===== config.mk =====
export PLATFORM = sky130hd
export DESIGN_NAME = memory_arbiter
export DESIGN_NICKNAME = d
export VERILOG_FILES = /design/src/rtl/memory_arbiter_pkg.sv /design/src/rtl/memory_arbiter.sv
export SDC_FILE = /design/constraint.sdc
export NUM_CORES = 1
export LEC_CHECK = 0
export ABC_AREA = 1
export BUFFER_PORTS_ARGS = -buffer_cell sky130_fd_sc_hd__buf_2
export CAP_MARGIN = 20
export CORE_AREA = 5 5 108 110
export CTS_CLUSTER_SIZE = 20
export DETAILED_ROUTE_END_ITERATION = 10
export DIE_AREA = 0 0 113 115
export PLACE_DENSITY = 0.51
export SLEW_MARGIN = 5
export SYNTH_ARGS = -nofsm -noshare
export SYNTH_HDL_FRONTEND = slang
export SYNTH_SLANG_ARGS = --single-unit

===== constraint.sdc =====
create_clock -name clk -period 3.02 [get_ports clk]
set_clock_uncertainty 0.2 [all_clocks]
set_input_delay 0.151 -clock clk [delete_from_list [all_inputs] [get_ports clk]]
set_output_delay 0.151 -clock clk [all_outputs]
set_load 0.02 [all_outputs]

===== src/rtl/memory_arbiter_pkg.sv =====
`default_nettype none
// ============================================================================
// Module      : memory_arbiter_pkg
// Description : Shared types and constants for the fetch/data memory arbiter.
// Revision    : 1.0 - initial release
// ============================================================================
package memory_arbiter_pkg;

    // Arbiter FSM: at most one memory access outstanding at any time
    typedef enum logic [1:0] {
        IDLE    = 2'd0,
        BUSY_IF = 2'd1,
        BUSY_DM = 2'd2
    } state_t;

    // Identity of the requester that most recently won the memory port
    typedef enum logic {
        GRANT_IF = 1'b0,
        GRANT_DM = 1'b1
    } grant_t;

    // Instruction fetches always read a full word
    localparam logic [3:0] BYTE_EN_ALL = 4'b1111;

endpackage : memory_arbiter_pkg
`default_nettype wire


===== src/rtl/memory_arbiter.sv =====
`default_nettype none
// ============================================================================
// Module      : memory_arbiter
// Description : Shares one memory port between instruction fetch (IF) and
//               data memory (DM) requesters. Round-robin on ties, a single
//               outstanding access, combinational request/response routing.
// Revision    : 1.0 - initial release
// ============================================================================
module memory_arbiter
    import memory_arbiter_pkg::*;
#(
    parameter int XLEN = 32
) (
    input  logic            clk,
    input  logic            reset,
    // fetch requester
    input  logic            if_req_valid,
    output logic            if_req_ready,
    input  logic [XLEN-1:0] if_addr,
    output logic            if_resp_valid,
    output logic [XLEN-1:0] if_rdata,
    // data requester
    input  logic            dm_req_valid,
    output logic            dm_req_ready,
    input  logic [XLEN-1:0] dm_addr,
    input  logic [XLEN-1:0] dm_wdata,
    input  logic [3:0]      dm_read_byte_en,
    input  logic [3:0]      dm_write_byte_en,
    output logic            dm_resp_valid,
    output logic [XLEN-1:0] dm_rdata,
    // shared memory port
    output logic            mem_req_valid,
    input  logic            mem_req_ready,
    output logic [XLEN-1:0] mem_addr,
    output logic [XLEN-1:0] mem_wdata,
    output logic [3:0]      mem_read_byte_en,
    output logic [3:0]      mem_write_byte_en,
    input  logic            mem_resp_valid,
    input  logic [XLEN-1:0] mem_rdata
);

    state_t r_state;
    state_t w_state_next;
    grant_t r_last_grant;
    grant_t w_last_grant_next;

    grant_t w_win;
    logic   w_win_valid;

    // Two-way round-robin: a lone requester wins outright; on a tie the
    // requester that did not win last time goes first. Evaluated every cycle
    // so a requester withdrawing before acceptance hands over immediately.
    assign w_win = (if_req_valid && dm_req_valid)
                 ? ((r_last_grant == GRANT_IF) ? GRANT_DM : GRANT_IF)
                 : (dm_req_valid ? GRANT_DM : GRANT_IF);
    assign w_win_valid = if_req_valid || dm_req_valid;

    // State and last-grant registers; reset abandons any outstanding access
    always_ff @(posedge clk) begin
        if (reset) begin
            r_state      <= IDLE;
            r_last_grant <= GRANT_DM;
        end else begin
            r_state      <= w_state_next;
            r_last_grant <= w_last_grant_next;
        end
    end

    // Next-state plus request/response routing; every output is held at zero
    // during reset so nothing leaks out while the block is being cleared
    always_comb begin
        w_state_next      = r_state;
        w_last_grant_next = r_last_grant;
        mem_req_valid     = 1'b0;
        mem_addr          = '0;
        mem_wdata         = '0;
        mem_read_byte_en  = 4'b0000;
        mem_write_byte_en = 4'b0000;
        if_req_ready      = 1'b0;
        dm_req_ready      = 1'b0;
        if_resp_valid     = 1'b0;
        if_rdata          = '0;
        dm_resp_valid     = 1'b0;
        dm_rdata          = '0;

        if (!reset) begin
            case (r_state)
                IDLE: begin
                    mem_req_valid = w_win_valid;
                    if (w_win == GRANT_DM) begin
                        mem_addr          = dm_addr;
                        mem_wdata         = dm_wdata;
                        mem_read_byte_en  = dm_read_byte_en;
                        mem_write_byte_en = dm_write_byte_en;
                        dm_req_ready      = dm_req_valid && mem_req_ready;
                    end else begin
                        mem_addr          = if_addr;
                        mem_read_byte_en  = BYTE_EN_ALL;
                        if_req_ready      = if_req_valid && mem_req_ready;
                    end
                    if (w_win_valid && mem_req_ready) begin
                        w_state_next      = (w_win == GRANT_DM) ? BUSY_DM : BUSY_IF;
                        w_last_grant_next = w_win;
                    end
                end
                BUSY_IF: begin
                    if (mem_resp_valid) begin
                        if_resp_valid = 1'b1;
                        if_rdata      = mem_rdata;
                        w_state_next  = IDLE;
                    end
                end
                BUSY_DM: begin
                    if (mem_resp_valid) begin
                        dm_resp_valid = 1'b1;
                        dm_rdata      = mem_rdata;
                        w_state_next  = IDLE;
                    end
                end
                default: begin
                    w_state_next = IDLE;
                end
            endcase
        end
    end

endmodule : memory_arbiter
`default_nettype wire


==> impl_metrics.toml, run 1 <==
[synth]
synthArstFlopShare = 0
syn-num-nets = 480
yosysTopAreaCell = "nor2_1"
synth-seq-cells = 3
avgSynthCellArea_um2 = 4.63
synthFlopType = "dfxtp_1"
synthTopCellsByCount = "168 x nor2_1, 43 x nand2_1, 41 x inv_1"
yosys.cell_types.count = 18
synth_edf_count = 0
synth.most_common_cell = "nor2_1"
synth_top_area_share = 0.407
synth_area_leaders = "nor2_1 41%, nand2_1 10%, inv_1 9.9%, o21ai_1 8.7%, buf_6 7.3%"
seq_area_frac_synth = 0.0387
synth_warnings = 0
syn_area_mm2 = 0.00155
synth_cells = 335

[power_and_ir_drop]
switching_power_mw = 0.492
p_leak_nw = 2.14
power_density_mw_per_mm2 = 290
clkPwrFrac = 0.135
internal_power_mw = 0.378
pwr-share-seq = 0.060
sw_frac_of_total = 0.565
peakVddDrop_uv = 217
combPwrFrac = 0.804
power_mw = 0.870

[placement]
hpwl_um = 7150
gp_congestion = 0.788
port-buffer-count = 282

[hold_path]
hold_path_class = "in -> reg"

[global_route]
grt_overflow = 0
grt_antenna_before_repair = 0
grt_pass1_vias = 2641
grt_pass1_wl_um = 12100
grtUsageTotal = 0.109
grt_max_degree = 74

[floorplan]
start_util = 0.146
fp-row-count = 38
dieArea_mm2 = 0.0130
die_width_um = 113
ios = 283
core_mm2 = 0.0106
die_y_um = 115

[route]
vias_per_cell = 3.93
drtAntennaViolNets = 0
vias = 2902
drt_first_iter_violations = 102
firstDrtPassIters = 4
finalWirelength_um = 8330
drc = 0
wire_per_inst_um = 11.3

[clock_tree]
worst_skew_pair.late_latency_ns = 0.22
ctsResizeCount = 0
clock_sinks = 3
cts_setup_buffers = 0
clkTransAtPathRegs_ns = 0.03
cts_buffers = 3
cts_root_buffer = "clkbuf_8"
clk_path_buf_depth = 2
htree_num_levels = 1
cts_hold_buf = 0
cts_tree = "yes"

[setup_path]
critPathMaxFanout = 73
cp.buffers_inverters = 3
cpPeakStageDelay_ns = 0.61
cp_cell_sequence = "inv_1, ha_1, inv_2, nor2_8, o21ai_0, nor2_1, buf_2"
worst-setup-path-type = "reg -> out"
cp-end-kind = "primary output"
critPathRequiredTime_ns = 2.67
crit_arrival_ns = 2.11
critPathTopFamily = "simple AND/OR/NAND/NOR gates"
start_kind = "flip-flop"
cpMaxStageDelayCell = "nor2_8"

[final_layout]
final_layout_size_suffix_gt1_frac = 0.490
fin_nets = 744
area_growth_pct = 93.6
diodes = 0

[timing]
max_slew_margin = 0.450
fmax_ghz = 0.407
finalSetupViolations = 0
tightest_slew_ns = 0.825
hold_viol_final = 0
rsz0062_at_grt = "false"
min_period_ns = 2.46
slew_viol_final = 0
fin_tns_setup_ns = 0
finalCritPeriodShare = 0.814

[status]
status = "complete, no violations"

[run]
maxCapViolations = 0
==> worst paths after layout <==
kind,startpoint,depth (start not counted),end,slack (ns)
max,r_state[0]$_SDFFE_PP0P_,7,mem_addr[0],0.56
min,reset,2,r_state[1]$_SDFFE_PP0P_,0.03
max reg2reg,r_state[0]$_SDFFE_PP0P_,6,r_state[1]$_SDFFE_PP0P_,1.65
min reg2reg,r_last_grant$_SDFFE_PP1P_,2,r_last_grant$_SDFFE_PP1P_,0.28
==> state kept, by name, indices dropped and copies added, names as in the netlist <==
| name | flops |
|---|---|
| r_state | 2 |
| r_last_grant | 1 |
==> area by class of cell <==
class,count,area [um^2]
fillers,1246,7600
repair buffers,283,1430
multi-input cells,264,1120
well taps,140,175
inverters,44,165
flip-flops and latches,3,60.1
clock buffers,4,45.0
==> through the flow <==
| step | worst slack (ns) | hold WS (ns) | cells | util | cell area, um^2 |
|---|---|---|---|---|---|
| 4_1_cts | 0.561 | 0.0389 | 738 | 0.283 | 3000 |
| 3_5_place_dp | 0.812 | 0.258 | 734 | 0.279 | 2960 |
| 5_1_grt | 0.315 | 0.0511 | 738 | 0.283 | 3000 |
| 6_report | 0.561 | 0.0348 | 738 | 0.283 | 3000 |
| 2_1_floorplan | 1.37 | 0.0201 | 335 | - | 1550 |
| 3_3_place_gp | 0.864 | 0.245 | 734 | 0.279 | 2960 |
==> power by group through the flow <==
stage / Sequential [mW] / Clock, mW / Combinational [mW]
3_3_place_gp: 0.0518 / 0 / 0.699
4_1_cts: 0.0526 / 0.122 / 0.708
2_1_floorplan: 0.0514 / 0 / 0.479
5_1_grt: 0.0540 / 0.125 / 0.775
3_5_place_dp: 0.0530 / 0 / 0.706
6_report: 0.0525 / 0.118 / 0.699
==> routing by layer <==
layer | wire (um) | track usage | vias up
li1 | - | - | 1516
met1 | 3060 | 0.118 | 1210
met2 | 4160 | 0.214 | 174
met3 | 1080 | 0.0342 | 2
met4 | 28 | 0.0112 | 0
met5 | 0 | 0 | -
==> placed cells by master (no fill, tap or decap), drive strengths merged <==
master	n
ha	3
dfxtp	3
inv	44
o21a	1
o21ai	38
nand4	1
buf	283
nand2	44
nand3	6
a21oi	2
nor2	169
clkbuf	4
==> cell families after synthesis <==
kind of cell | count (synthesis) | synth area share
fa+ha+maj | 3 | 0.0242
compound gates | 41 | 0.134
simple gates | 220 | 0.567
flops | 3 | 0.0387
buf+inv | 68 | 0.236
No activity file was read; power rests on OpenSTA's default activity.
==> inputs of run 2 (changes only) <==
--- a/config.mk
+++ b/config.mk
@@ -8,11 +8,11 @@
 export ABC_AREA = 1
 export BUFFER_PORTS_ARGS = -buffer_cell sky130_fd_sc_hd__buf_2
 export CAP_MARGIN = 20
-export CORE_AREA = 5 5 108 110
+export CORE_AREA = 5 5 105 107
 export CTS_CLUSTER_SIZE = 20
 export DETAILED_ROUTE_END_ITERATION = 10
-export DIE_AREA = 0 0 113 115
-export PLACE_DENSITY = 0.51
+export DIE_AREA = 0 0 110 112
+export PLACE_DENSITY = 0.54
 export SLEW_MARGIN = 5
 export SYNTH_ARGS = -nofsm -noshare
 export SYNTH_HDL_FRONTEND = slang
==> constraint.sdc (replaced) <==
create_clock -name clk -period 2.45 [get_ports clk]
set_clock_uncertainty 0.2 [all_clocks]
set_input_delay 0.1225 -clock clk [delete_from_list [all_inputs] [get_ports clk]]
set_output_delay 0.1225 -clock clk [all_outputs]
set_load 0.02 [all_outputs]
==> impl_metrics.toml, run 2 (synthesized netlist as in run 1, its figures left out) <==
[floorplan]
dieArea_mm2 = 0.0123
ios = 283
die_y_um = 112
fp-row-count = 37
core_mm2 = 0.0100
die_width_um = 110
start_util = 0.154

[global_route]
grt_pass1_vias = 2846
grtUsageTotal = 0.119
grt_pass1_wl_um = 12300
grt_antenna_before_repair = 1
grt_overflow = 0
grt_max_degree = 74

[clock_tree]
clk_path_buf_depth = 2
clock_sinks = 3
cts_tree = "yes"
htree_num_levels = 1
cts_root_buffer = "clkbuf_8"
cts_buffers = 3
clkTransAtPathRegs_ns = 0.03
cts_hold_buf = 0
worst_skew_pair.late_latency_ns = 0.21
cts_setup_buffers = 0
ctsResizeCount = 0

[final_layout]
final_layout_size_suffix_gt1_frac = 0.492
area_growth_pct = 94.4
top_regs = "r_state: 2 flops, r_last_grant: 1 flops"
max_flop_register = "r_state"
multi_input_area_mm2 = 0.00112
register_area_um2 = 60.1
final_common_cell = "buf_2"
largest_reg_flops = 2
fillCellCount = 1138
most-common-layout-cells = "282 x buf_2, 168 x nor2_1, 43 x nand2_1"
fin_nets = 746
final_core_util = 0.300

[setup_path]
r2r-start = "r_last_grant$_SDFFE_PP1P_"
critPathMaxFanout = 73
cpPeakStageDelay_ns = 0.31
worst-setup-path-type = "reg -> out"
start_kind = "flip-flop"
critPathTopFamily = "buffers and inverters"
critical_path.startpoint = "r_state[0]$_SDFFE_PP0P_"
cpMaxStageDelayCell = "dfxtp_1"
cp.buffers_inverters = 4
cp_cell_sequence = "inv_1, ha_1, inv_2, nor2_8, buf_12, o21ai_0, nor2_1, buf_2"
critPathRequiredTime_ns = 2.13
crit_arrival_ns = 1.77
cp-end-kind = "primary output"

[status]
status = "complete, no violations"

[timing]
slew_viol_final = 0
finalCritPeriodShare = 0.855
finalSetupViolations = 0
min_period_ns = 2.09
fin_tns_setup_ns = 0
fmax_ghz = 0.477
rsz0062_at_grt = "false"
hold_viol_final = 0
max_slew_margin = 0.633
tightest_slew_ns = 0.550

[route]
vias_per_cell = 3.99
finalWirelength_um = 8660
wire_per_inst_um = 11.8
drt_first_iter_violations = 113
firstDrtPassIters = 4
drtAntennaViolNets = 0
drc = 0
vias = 2939

[hold_path]
hold_path_startpoint = "reset"
hold_path_class = "in -> reg"

[power_and_ir_drop]
peakVddDrop_uv = 250
power_density_mw_per_mm2 = 359
p_leak_nw = 2.15

[placement]
gp_congestion = 0.783
hpwl_um = 7480
port-buffer-count = 282

[run]
maxCapViolations = 0
## run 2: worst paths after layout
path                                    end  slack, ns  depth (start not counted)
hold / removal      r_state[1]$_SDFFE_PP0P_      0.004                          2
setup / recovery                mem_addr[1]       0.36                          8
setup reg to reg    r_state[0]$_SDFFE_PP0P_       1.08                          7
hold reg to reg   r_last_grant$_SDFFE_PP1P_       0.28                          2
## run 2: where the power goes
| group | total, mW | switching, mW | internal, mW |
|---|---|---|---|
| Clock | 0.144 | 0.0328 | 0.111 |
| Combinational | 0.875 | 0.570 | 0.304 |
| Sequential | 0.0645 | 0.00629 | 0.0582 |
## run 2: metrics by stage
step | power (mW) | hold WS, ns | setup WS, ns | std cells | cell area [um^2]
6_report | 1.08 | 0.00417 | 0.356 | 737 | 3010
5_1_grt | 1.18 | 0.0209 | 0.231 | 737 | 3010
2_1_floorplan | 0.654 | -0.00843 | 0.833 | 335 | 1550
3_3_place_gp | 0.935 | 0.221 | 0.677 | 732 | 2970
3_5_place_dp | 0.945 | 0.228 | 0.622 | 732 | 2970
4_1_cts | 1.09 | 0.00355 | 0.377 | 736 | 3010
## run 2: cell type report
type                            count  area share
Tap cell                          136      0.0565
Sequential cell                     3      0.0199
Inverter                           44      0.0548
Clock buffer                        4      0.0149
Timing Repair Buffer              285       0.480
Multi-Input combinational cell    264       0.373
Antenna cell                        1    0.000830
## run 2: metal layers
| layer | track usage | up-vias | wire length [um] |
|---|---|---|---|
| met3 | 0.0272 | 6 | 1020 |
| met4 | 0.0150 | 0 | 53 |
| li1 | - | 1521 | - |
| met1 | 0.111 | 1239 | 3010 |
| met2 | 0.255 | 173 | 4580 |
| met5 | 0 | - | 0 |
